$ cat config.mk
export PLATFORM = sky130hd
export DESIGN_NAME = vgafill
export DESIGN_NICKNAME = d
export VERILOG_FILES = /design/src/rtl/vgafill.sv
export SDC_FILE = /design/constraint.sdc
export NUM_CORES = 1
export LEC_CHECK = 0
export ABC_AREA = 1
export BUFFER_PORTS_ARGS = -buffer_cell sky130_fd_sc_hd__buf_2
export CORE_MARGIN = 3
export CORE_UTILIZATION = 55
export CTS_CLUSTER_DIAMETER = 120
export DETAILED_ROUTE_END_ITERATION = 16
export PLACE_DENSITY_LB_ADDON = 0.2
export SYNTH_ARGS = -nofsm -noshare
export SYNTH_HDL_FRONTEND = slang
export SYNTH_SLANG_ARGS = --single-unit
$ cat constraint.sdc
create_clock -name clk -period 2.88 [get_ports clk]
set_input_delay 0.144 -clock clk [delete_from_list [all_inputs] [get_ports clk]]
set_output_delay 0.144 -clock clk [all_outputs]
set_load 0.03 [all_outputs]
$ cat src/rtl/vgafill.sv
// vgafill: rectangle fill engine for the 4-bit greyscale framebuffer.
// Two pixels per byte (even x in [7:4], odd x in [3:0]), row-major, byte
// address = (y*HRES + x)/2. Edge bytes that are only half covered are
// updated by read-modify-write; fully covered bytes are written directly.
module vgafill #(
    parameter int HRES = 640,
    parameter int VRES = 480,
    parameter int AW   = 20
) (
    input  logic          clk,
    input  logic          rst,
    input  logic          start,
    input  logic [9:0]    x0,
    input  logic [9:0]    x1,
    input  logic [9:0]    y0,
    input  logic [9:0]    y1,
    input  logic [3:0]    colour,
    output logic          busy,
    output logic          done,
    output logic          err,
    output logic [AW-1:0] vmem_addr,
    output logic [7:0]    vmem_wdata,
    output logic          vmem_we,
    output logic          vmem_re,
    input  logic [7:0]    vmem_rdata,
    input  logic          vmem_grant
);

    localparam logic [AW-1:0] HALF_ROW = AW'(HRES / 2);

    typedef enum logic [3:0] {
        S_IDLE, S_ROWINIT, S_ROW, S_LRD, S_LWR,
        S_MID, S_RRD, S_RWR, S_NEXT, S_DONE
    } state_t;

    // Registered state and latched job
    state_t        r_state;
    logic [9:0]    r_y;          // current line
    logic [9:0]    r_y1;         // last line
    logic [3:0]    r_colour;
    logic [9:0]    r_bl;         // byte column of x0
    logic [9:0]    r_br;         // byte column of x1
    logic [9:0]    r_mlo;        // first full byte column
    logic [9:0]    r_mend;       // one past last full byte column
    logic          r_lp;         // left partial present (x0 odd)
    logic          r_rp;         // right partial present (x1 even)
    logic [9:0]    r_col;        // byte column of the current access
    logic [AW-1:0] r_rowbase;    // y*HRES/2
    logic [9:0]    r_cnt;        // remaining ROWINIT additions
    logic [7:0]    r_rd;         // captured read data
    logic          r_rd_fresh;   // read data is on vmem_rdata this cycle
    logic          r_err;

    // Next-state values
    state_t        w_state;
    state_t        w_row_end;
    logic [9:0]    w_y;
    logic [9:0]    w_y1;
    logic [3:0]    w_colour;
    logic [9:0]    w_bl;
    logic [9:0]    w_br;
    logic [9:0]    w_mlo;
    logic [9:0]    w_mend;
    logic          w_lp;
    logic          w_rp;
    logic [9:0]    w_col;
    logic [AW-1:0] w_rowbase;
    logic [9:0]    w_cnt;
    logic [7:0]    w_rd;
    logic          w_rd_fresh;
    logic          w_err;
    logic          w_req_re;
    logic          w_req_we;
    logic [7:0]    w_wdata;
    logic          w_valid;
    logic          w_mid_any;

    assign w_valid   = (x0 <= x1) && (y0 <= y1) &&
                       (32'(x1) < 32'(HRES)) && (32'(y1) < 32'(VRES));
    assign w_mid_any = (r_mlo < r_mend);
    assign w_row_end = (r_y == r_y1) ? S_DONE : S_NEXT;

    // Next-state, datapath and memory request generation
    always_comb begin
        w_state    = r_state;
        w_y        = r_y;
        w_y1       = r_y1;
        w_colour   = r_colour;
        w_bl       = r_bl;
        w_br       = r_br;
        w_mlo      = r_mlo;
        w_mend     = r_mend;
        w_lp       = r_lp;
        w_rp       = r_rp;
        w_col      = r_col;
        w_rowbase  = r_rowbase;
        w_cnt      = r_cnt;
        w_rd       = r_rd_fresh ? vmem_rdata : r_rd;
        w_rd_fresh = 1'b0;
        w_err      = 1'b0;
        w_req_re   = 1'b0;
        w_req_we   = 1'b0;
        w_wdata    = 8'h00;

        case (r_state)
            S_IDLE: begin
                if (start) begin
                    if (w_valid) begin
                        w_bl      = {1'b0, x0[9:1]};
                        w_br      = {1'b0, x1[9:1]};
                        w_mlo     = {1'b0, x0[9:1]} + {9'd0, x0[0]};
                        w_mend    = {1'b0, x1[9:1]} + {9'd0, x1[0]};
                        w_lp      = x0[0];
                        w_rp      = ~x1[0];
                        w_y       = y0;
                        w_y1      = y1;
                        w_colour  = colour;
                        w_rowbase = '0;
                        w_cnt     = y0;
                        w_state   = S_ROWINIT;
                    end else begin
                        w_err = 1'b1;
                    end
                end
            end
            S_ROWINIT: begin
                // rowbase = y0*HRES/2 by repeated addition, one step per cycle
                if (r_cnt != 10'd0) begin
                    w_rowbase = r_rowbase + HALF_ROW;
                end
                if (r_cnt <= 10'd1) begin
                    w_state = S_ROW;
                end else begin
                    w_cnt = r_cnt - 10'd1;
                end
            end
            S_ROW: begin
                if (r_lp) begin
                    w_col   = r_bl;
                    w_state = S_LRD;
                end else if (w_mid_any) begin
                    w_col   = r_mlo;
                    w_state = S_MID;
                end else begin
                    w_col   = r_br;
                    w_state = S_RRD;
                end
            end
            S_LRD: begin
                w_req_re = 1'b1;
                if (vmem_grant) begin
                    w_rd_fresh = 1'b1;
                    w_state    = S_LWR;
                end
            end
            S_LWR: begin
                w_req_we = 1'b1;
                w_wdata  = {w_rd[7:4], r_colour};
                if (vmem_grant) begin
                    if (w_mid_any) begin
                        w_col   = r_mlo;
                        w_state = S_MID;
                    end else if (r_rp) begin
                        w_col   = r_br;
                        w_state = S_RRD;
                    end else begin
                        w_state = w_row_end;
                    end
                end
            end
            S_MID: begin
                w_req_we = 1'b1;
                w_wdata  = {r_colour, r_colour};
                if (vmem_grant) begin
                    if ((r_col + 10'd1) < r_mend) begin
                        w_col = r_col + 10'd1;
                    end else if (r_rp) begin
                        w_col   = r_br;
                        w_state = S_RRD;
                    end else begin
                        w_state = w_row_end;
                    end
                end
            end
            S_RRD: begin
                w_req_re = 1'b1;
                if (vmem_grant) begin
                    w_rd_fresh = 1'b1;
                    w_state    = S_RWR;
                end
            end
            S_RWR: begin
                w_req_we = 1'b1;
                w_wdata  = {r_colour, w_rd[3:0]};
                if (vmem_grant) begin
                    w_state = w_row_end;
                end
            end
            S_NEXT: begin
                w_rowbase = r_rowbase + HALF_ROW;
                w_y       = r_y + 10'd1;
                w_state   = S_ROW;
            end
            S_DONE: begin
                w_state = S_IDLE;
            end
            default: begin
                w_state = S_IDLE;
            end
        endcase
    end

    // State register; reset abandons any job in flight
    always_ff @(posedge clk) begin
        if (rst) begin
            r_state    <= S_IDLE;
            r_y        <= '0;
            r_y1       <= '0;
            r_colour   <= '0;
            r_bl       <= '0;
            r_br       <= '0;
            r_mlo      <= '0;
            r_mend     <= '0;
            r_lp       <= 1'b0;
            r_rp       <= 1'b0;
            r_col      <= '0;
            r_rowbase  <= '0;
            r_cnt      <= '0;
            r_rd       <= '0;
            r_rd_fresh <= 1'b0;
            r_err      <= 1'b0;
        end else begin
            r_state    <= w_state;
            r_y        <= w_y;
            r_y1       <= w_y1;
            r_colour   <= w_colour;
            r_bl       <= w_bl;
            r_br       <= w_br;
            r_mlo      <= w_mlo;
            r_mend     <= w_mend;
            r_lp       <= w_lp;
            r_rp       <= w_rp;
            r_col      <= w_col;
            r_rowbase  <= w_rowbase;
            r_cnt      <= w_cnt;
            r_rd       <= w_rd;
            r_rd_fresh <= w_rd_fresh;
            r_err      <= w_err;
        end
    end

    assign busy       = (r_state != S_IDLE) && (r_state != S_DONE);
    assign done       = (r_state == S_DONE);
    assign err        = r_err;
    assign vmem_re    = w_req_re;
    assign vmem_we    = w_req_we;
    assign vmem_wdata = w_wdata;
    assign vmem_addr  = (w_req_re | w_req_we) ? (r_rowbase + AW'(r_col)) : '0;

endmodule
== Word-level counts from Yosys, hierarchy flattened ==
Cells that the tools add are included.

* Output and inout bits: 33
* Bits of input ports: 56
* Register bits after elaboration: 118
* Word-level logic and storage cells: 117

* Bitwise operators: 5
* Order comparisons: 7
* $add $sub $neg: 7
* Muxes and demuxes: 39
* Equal/unequal tests: 22
* Reductions and logical operators: 21

{| class="wikitable"
|+ Operators with widths
! operator !! number
|-
| 2-to-1 mux 10 bit || 10
|-
| 2-to-1 mux 20 bit || 4
|-
| case mux 20 bit (3 select lines) || 1
|-
| 2-to-1 mux 4 bit || 11
|-
| case mux 10 bit (2 select lines) || 2
|-
| case mux 4 bit (9 select lines) || 1
|-
| case mux 10 bit (3 select lines) || 1
|-
| case mux 8 bit (3 select lines) || 1
|-
| != test 2 bit, second input constant || 11
|-
| adder 10 x 1 -> 10 bit, second input constant || 2
|-
| adder 20 x 10 -> 20 bit || 1
|-
| adder 20 x 9 -> 20 bit, second input constant || 1
|-
| adder 9 x 1 -> 10 bit || 2
|-
| <= comparator 10 bit || 2
|-
| less-than comparator 10 bit || 2
|-
| == test 4 x 3 -> 1 bit, second input constant || 4
|-
| == test 10 bit || 1
|-
| <= comparator 10 x 1 -> 1 bit, second input constant || 1
|-
| less-than comparator 10 bit, second input constant || 1
|-
| less-than comparator 10 x 9 -> 1 bit, second input constant || 1
|-
| nonzero test 10 bit || 1
|-
| subtractor 10 x 1 -> 10 bit, second input constant || 1
|-
| AND reduction 3 bit || 3
|-
| AND reduction 9 bit || 1
|-
| 18 further kinds || 35
|}

== Logic depth before layout (Yosys ltp) ==
* Depth after elaboration: 7
* Depth in mapped cells: 17
* Depth with buffers taken out: 17

== Worst setup path after synthesis ==
No wires, ideal clock.

* Path kind: flip-flop to flip-flop
* Start: register r_col[2]
* End: register r_col[3]
* Period minus slack after synthesis: 2.559 ns
* Data arrival time: 2.450 ns
* Path buffers: 1
* Data required time: 2.771 ns
* Setup time: 0.109 ns
* Cell stages (with the launch flop): 17
* Path slack: 0.321 ns
* Cells stage by stage: dfxtp_1 -> nand3_1 -> nor3_1 -> nand3_1 -> xor2_1 -> inv_1 -> ha_1 -> nand2_1 -> nor2_1 -> nand3b_1 -> nand3_1 -> clkbuf_1 -> nand2_1 -> o211ai_1 -> nand3_1 -> nand2_1 -> inv_1

* Word-level cells in the longest chain between the ends: 5

{| class="wikitable"
|+ RTL lines
! item !! line !! RTL
|-
| start: declaration || 47 || <nowiki>logic [9:0] r_col;</nowiki>
|-
| start signal: assignment || 243 || <nowiki>r_col <= w_col;</nowiki>
|-
| adder 10 x 1 -> 10 bit (*) || 175, 176 ||
|-
| less-than comparator 10 bit || 175 || <nowiki>if ((r_col + 10'd1) < r_mend) begin</nowiki>
|-
| 2-to-1 mux 10 bit (*) || 175 ||
|-
| 2-to-1 mux 10 bit (*) || 174 || <nowiki>if (vmem_grant) begin</nowiki>
|-
| case mux 10 bit (3 select lines) (*) || 105 || <nowiki>case (r_state)</nowiki>
|}

Mark *: on every way between the ends. The rest lies on a longest branch, timed or not. The select of a mux whose other input is x is not followed.
A chain may end at the register's enable or synchronous reset.

== Worst setup path in the final report ==
* Start: register r_col[2]
* End: register r_col[7]

The elaborated chain is that of the path after synthesis.

==> run summary <==
Synth top area cells - dfxtp_1, nand2_1, ha_1
EDFF count, synth - 0
Fill count - 1,285
Combinational power share - 51.3%
Final worst slack - 240 ps
Clock buffer depth - 2
Hold Path Class - in -> reg
Port bufs - 88
CP Data Required Time - 3150 ps
Worst path arrival time - 2910 ps
Final setup fails - 0
Syn_area_per_cell - 6.49 sq um
Overflow after GRT - 0
Starting Density - 57.3%
Final non-filler cell area - 8610 sq um
Yosys warns - 0
Switching pwr - 3.18 mW
1st-iter DRT viols - 792
I/O pin count - 89
Worst slew pin tran - 1050 ps
Max-cap check violation count - 0
Post-synth top area cell - dfxtp_1
Total CTS buffers - 9
Cell Int Power - 3.59 mW
Vias in the first global route - 6,930
FP Rows - 42
Antenna cells - 0
TritonRoute pass-1 iters - 6
CTS tree - yes
Crit path buf inv count - 4
Mapped Area - 7710 sq um
Max rail drop VDD - 0.000492 V
Register share of total power - 30.2%
Synthesized net count - 1,295
Max frequency - 0.379 GHz
Area grow syn2layout - 11.6%
Flops & latches, synth - 112
RR Startpoint - r_col[2]
Nature of the critical path endpoint - register
Crit-path slowest cell - dfxtp_1
Largest net degree at the start of global routing - 70
Net Sw Frac - 47.0%
Status - finished clean
Tcrit/Tclk final - 91.7%
WL final - 20,400 um
DP Area - 8270 sq um
Clk_skew - 6.69 ps
GRT Overall Usage - 26.0%
Most common cell on crit path - inv_1
Sequential cell area fraction in the yosys report - 29.1%
Worst path cell trace - nand3_2 -> nor3_2 -> nand3_1 -> xor2_1 -> inv_1 -> ha_1 -> a21oi_1 -> o21a_1 -> nand3_2 -> buf_12 -> nand2_1 -> inv_1 -> o21ai_0 -> nand3_1 -> nand2_1 -> inv_1
Layout cells sized above 1 - 12.5%
Top delay family on crit path - simple AND/OR/NAND/NOR gates
Nets@finish - 1,364
Total chip power - 6.77 mW
Die Height - 124 um
Reg clk slew, reported paths - 80 ps
Initial antenna violation count - 0
Die width - 124 um
Critical hold path startpoint - y1[4]
Final HPWL DP - 15,100 um
Wire per inst - 14.2 um
Clock power share - 18.4%
Cells after synthesis - 1,188
Yosys cell types - 41
H-tree Lvls - 3
Core ar. - 13,500 sq um
Setup CP Type - reg -> reg
Final hold vios - 0
Top cell type's share of synthesized area - 29.1%
Relative slew margins - 29.9%
Slowest Stage Delay on Critical Path - 410 ps
Die Footprint - 15,500 sq um
Crit path max fanout - 16
GP Congestion - 0.896
Worst Setup SP - r_col[2]
Total Neg Setup Slack - 0 ps
Post-DRT Antenna Nets - 0
CTS root buf - clkbuf_16
Global-route wire length before repair - 34,100 um
# DRC - 0
Leakage - 3.96 nW
Clock sinks - 112
Final max-slew violation count - 0
Final Critical Period - 2640 ps
Pwr per Cell Area - 787 nW/um^2
Vias per cell - 5.46
Clock latency on the worst-skew pair - 360 ps
Via Count - 7,845
Synth async-reset ratio - 0%
Pre-CTS setup slack - 69.6 ps
Synth Flop Type - dfxtp_1
Startpoint Class - register
-- routing by layer --
metal	up-vias	global-route usage [%]	wire length, um
met1	3518	39.0	9980
met2	257	38.8	8780
met3	31	3.13	1250
li1	4039	-	-
met4	0	7.80	397
met5	-	0	0
-- worst reg2reg max path, delay by kind of cell, from the launching register on --
family | cells | cell delay [ps]
simple gates | 7 | 850
xor+xnor | 1 | 190
flops | 1 | 410
fa+ha+maj | 1 | 280
buf+inv | 4 | 320
compound gates | 3 | 490
-- final timing paths --
| check | endpoint | slack [ps] | cells past startpoint |
|---|---|---|---|
| max | r_col[7] | 240 | 16 |
| min | r_y1[4] | 40 | 3 |
| max reg2reg | r_col[7] | 240 | 16 |
| min reg2reg | r_y1[9] | 470 | 2 |
-- layout make-up --
class / count / area, sq um / area share, %
tap: 176 / 220 / 2.56
sequential: 112 / 2240 / 26.1
clock buffer: 10 / 239 / 2.78
inverter: 167 / 627 / 7.28
multi-input combinational: 861 / 4620 / 53.7
clock inverter: 6 / 51.3 / 0.596
timing repair buffer: 106 / 603 / 7.01
-- logic make-up after synthesis --
family / Yosys count / synth area share, %
AO/OA/AOI/OAI: 258 / 17.5
multiplexers: 8 / 1.04
AND/OR/NAND/NOR: 510 / 28.9
adder cells (fa/ha/maj): 51 / 8.27
buffers and inverters: 215 / 11.3
XOR/XNOR: 34 / 3.86
flip-flops: 112 / 29.1
-- timing repair --
action / 4_1_cts / 5_1_grt
hold endpoints to repair: 1 / 0
setup endpoints to repair: 0 / 13
setup buffers: 0 / 1
hold buffers: 1 / 0
resized for setup: 0 / 8
-- registers in the layout, indices dropped and copies added, names as in the netlist --
name	flops
err	1
r_lp	1
r_br	9
r_mend	10
r_rd	8
r_y	10
r_rp	1
r_mlo	10
r_bl	9
r_cnt	10
r_rd_fresh	1
r_state	4
r_y1	10
r_col	10
r_rowbase	14
r_colour	4
-- Yosys cell counts (9+ instances only) --
cell type / n
a21oi_1: 108
nor2_1: 141
inv_2: 10
nand2_1: 223
nand3_1: 70
ha_1: 51
inv_1: 156
nor3_1: 19
o21ai_0: 115
xor2_1: 30
dfxtp_1: 112
o22ai_1: 9
clkbuf_1: 30
nand4_1: 31
-- cells in the final DEF (no fill, tap or decap), types with 2 or more instances in the layout --
master,Yosys,routed
a31oi_1,6,6
dfxtp_1,112,110
nor4_1,2,2
buf_2,8,88
nand3_1,70,68
inv_2,10,10
buf_4,1,15
nand3b_1,2,2
a21oi_1,108,108
mux2i_1,8,8
clkbuf_16,0,9
xnor2_1,4,4
or2_2,4,4
o211ai_1,4,4
o21ai_1,5,5
inv_6,0,2
dfxtp_2,0,2
nor2_2,2,3
inv_1,156,155
nor2_1,141,139
o21bai_1,3,3
ha_1,51,51
nand2_2,2,2
nor3b_1,2,2
buf_12,0,2
nand2_1,223,223
a21o_1,2,2
o21a_1,3,3
clkinv_1,1,2
clkinv_4,0,3
nor3_2,1,2
nor3_1,19,18
nand4_1,31,31
o22ai_1,9,9
nor2_4,5,6
xor2_1,30,30
o21ai_0,115,115
nand3_2,4,6
-- through the flow --
step | hold slack [ps] | cells | utilization [%]
floorplan | 234 | 1188 | -
global placement | 367 | 1420 | 61.5
detailed placement | 372 | 1420 | 61.5
CTS | 31.9 | 1437 | 63.7
global route | 58.3 | 1438 | 64.0
finish | 42.4 | 1438 | 64.0
-- power by group through the flow --
| stage | Combinational [mW] | Sequential, mW | Clock [mW] |
|---|---|---|---|
| finish | 3.47 | 2.05 | 1.25 |
| global route | 3.94 | 2.09 | 1.33 |
| floorplan | 2.53 | 2.00 | 0 |
| global placement | 3.35 | 2.06 | 0 |
| CTS | 3.41 | 2.04 | 1.27 |
| detailed placement | 3.40 | 2.07 | 0 |
Note: power is estimated with default switching activity, not from simulation.
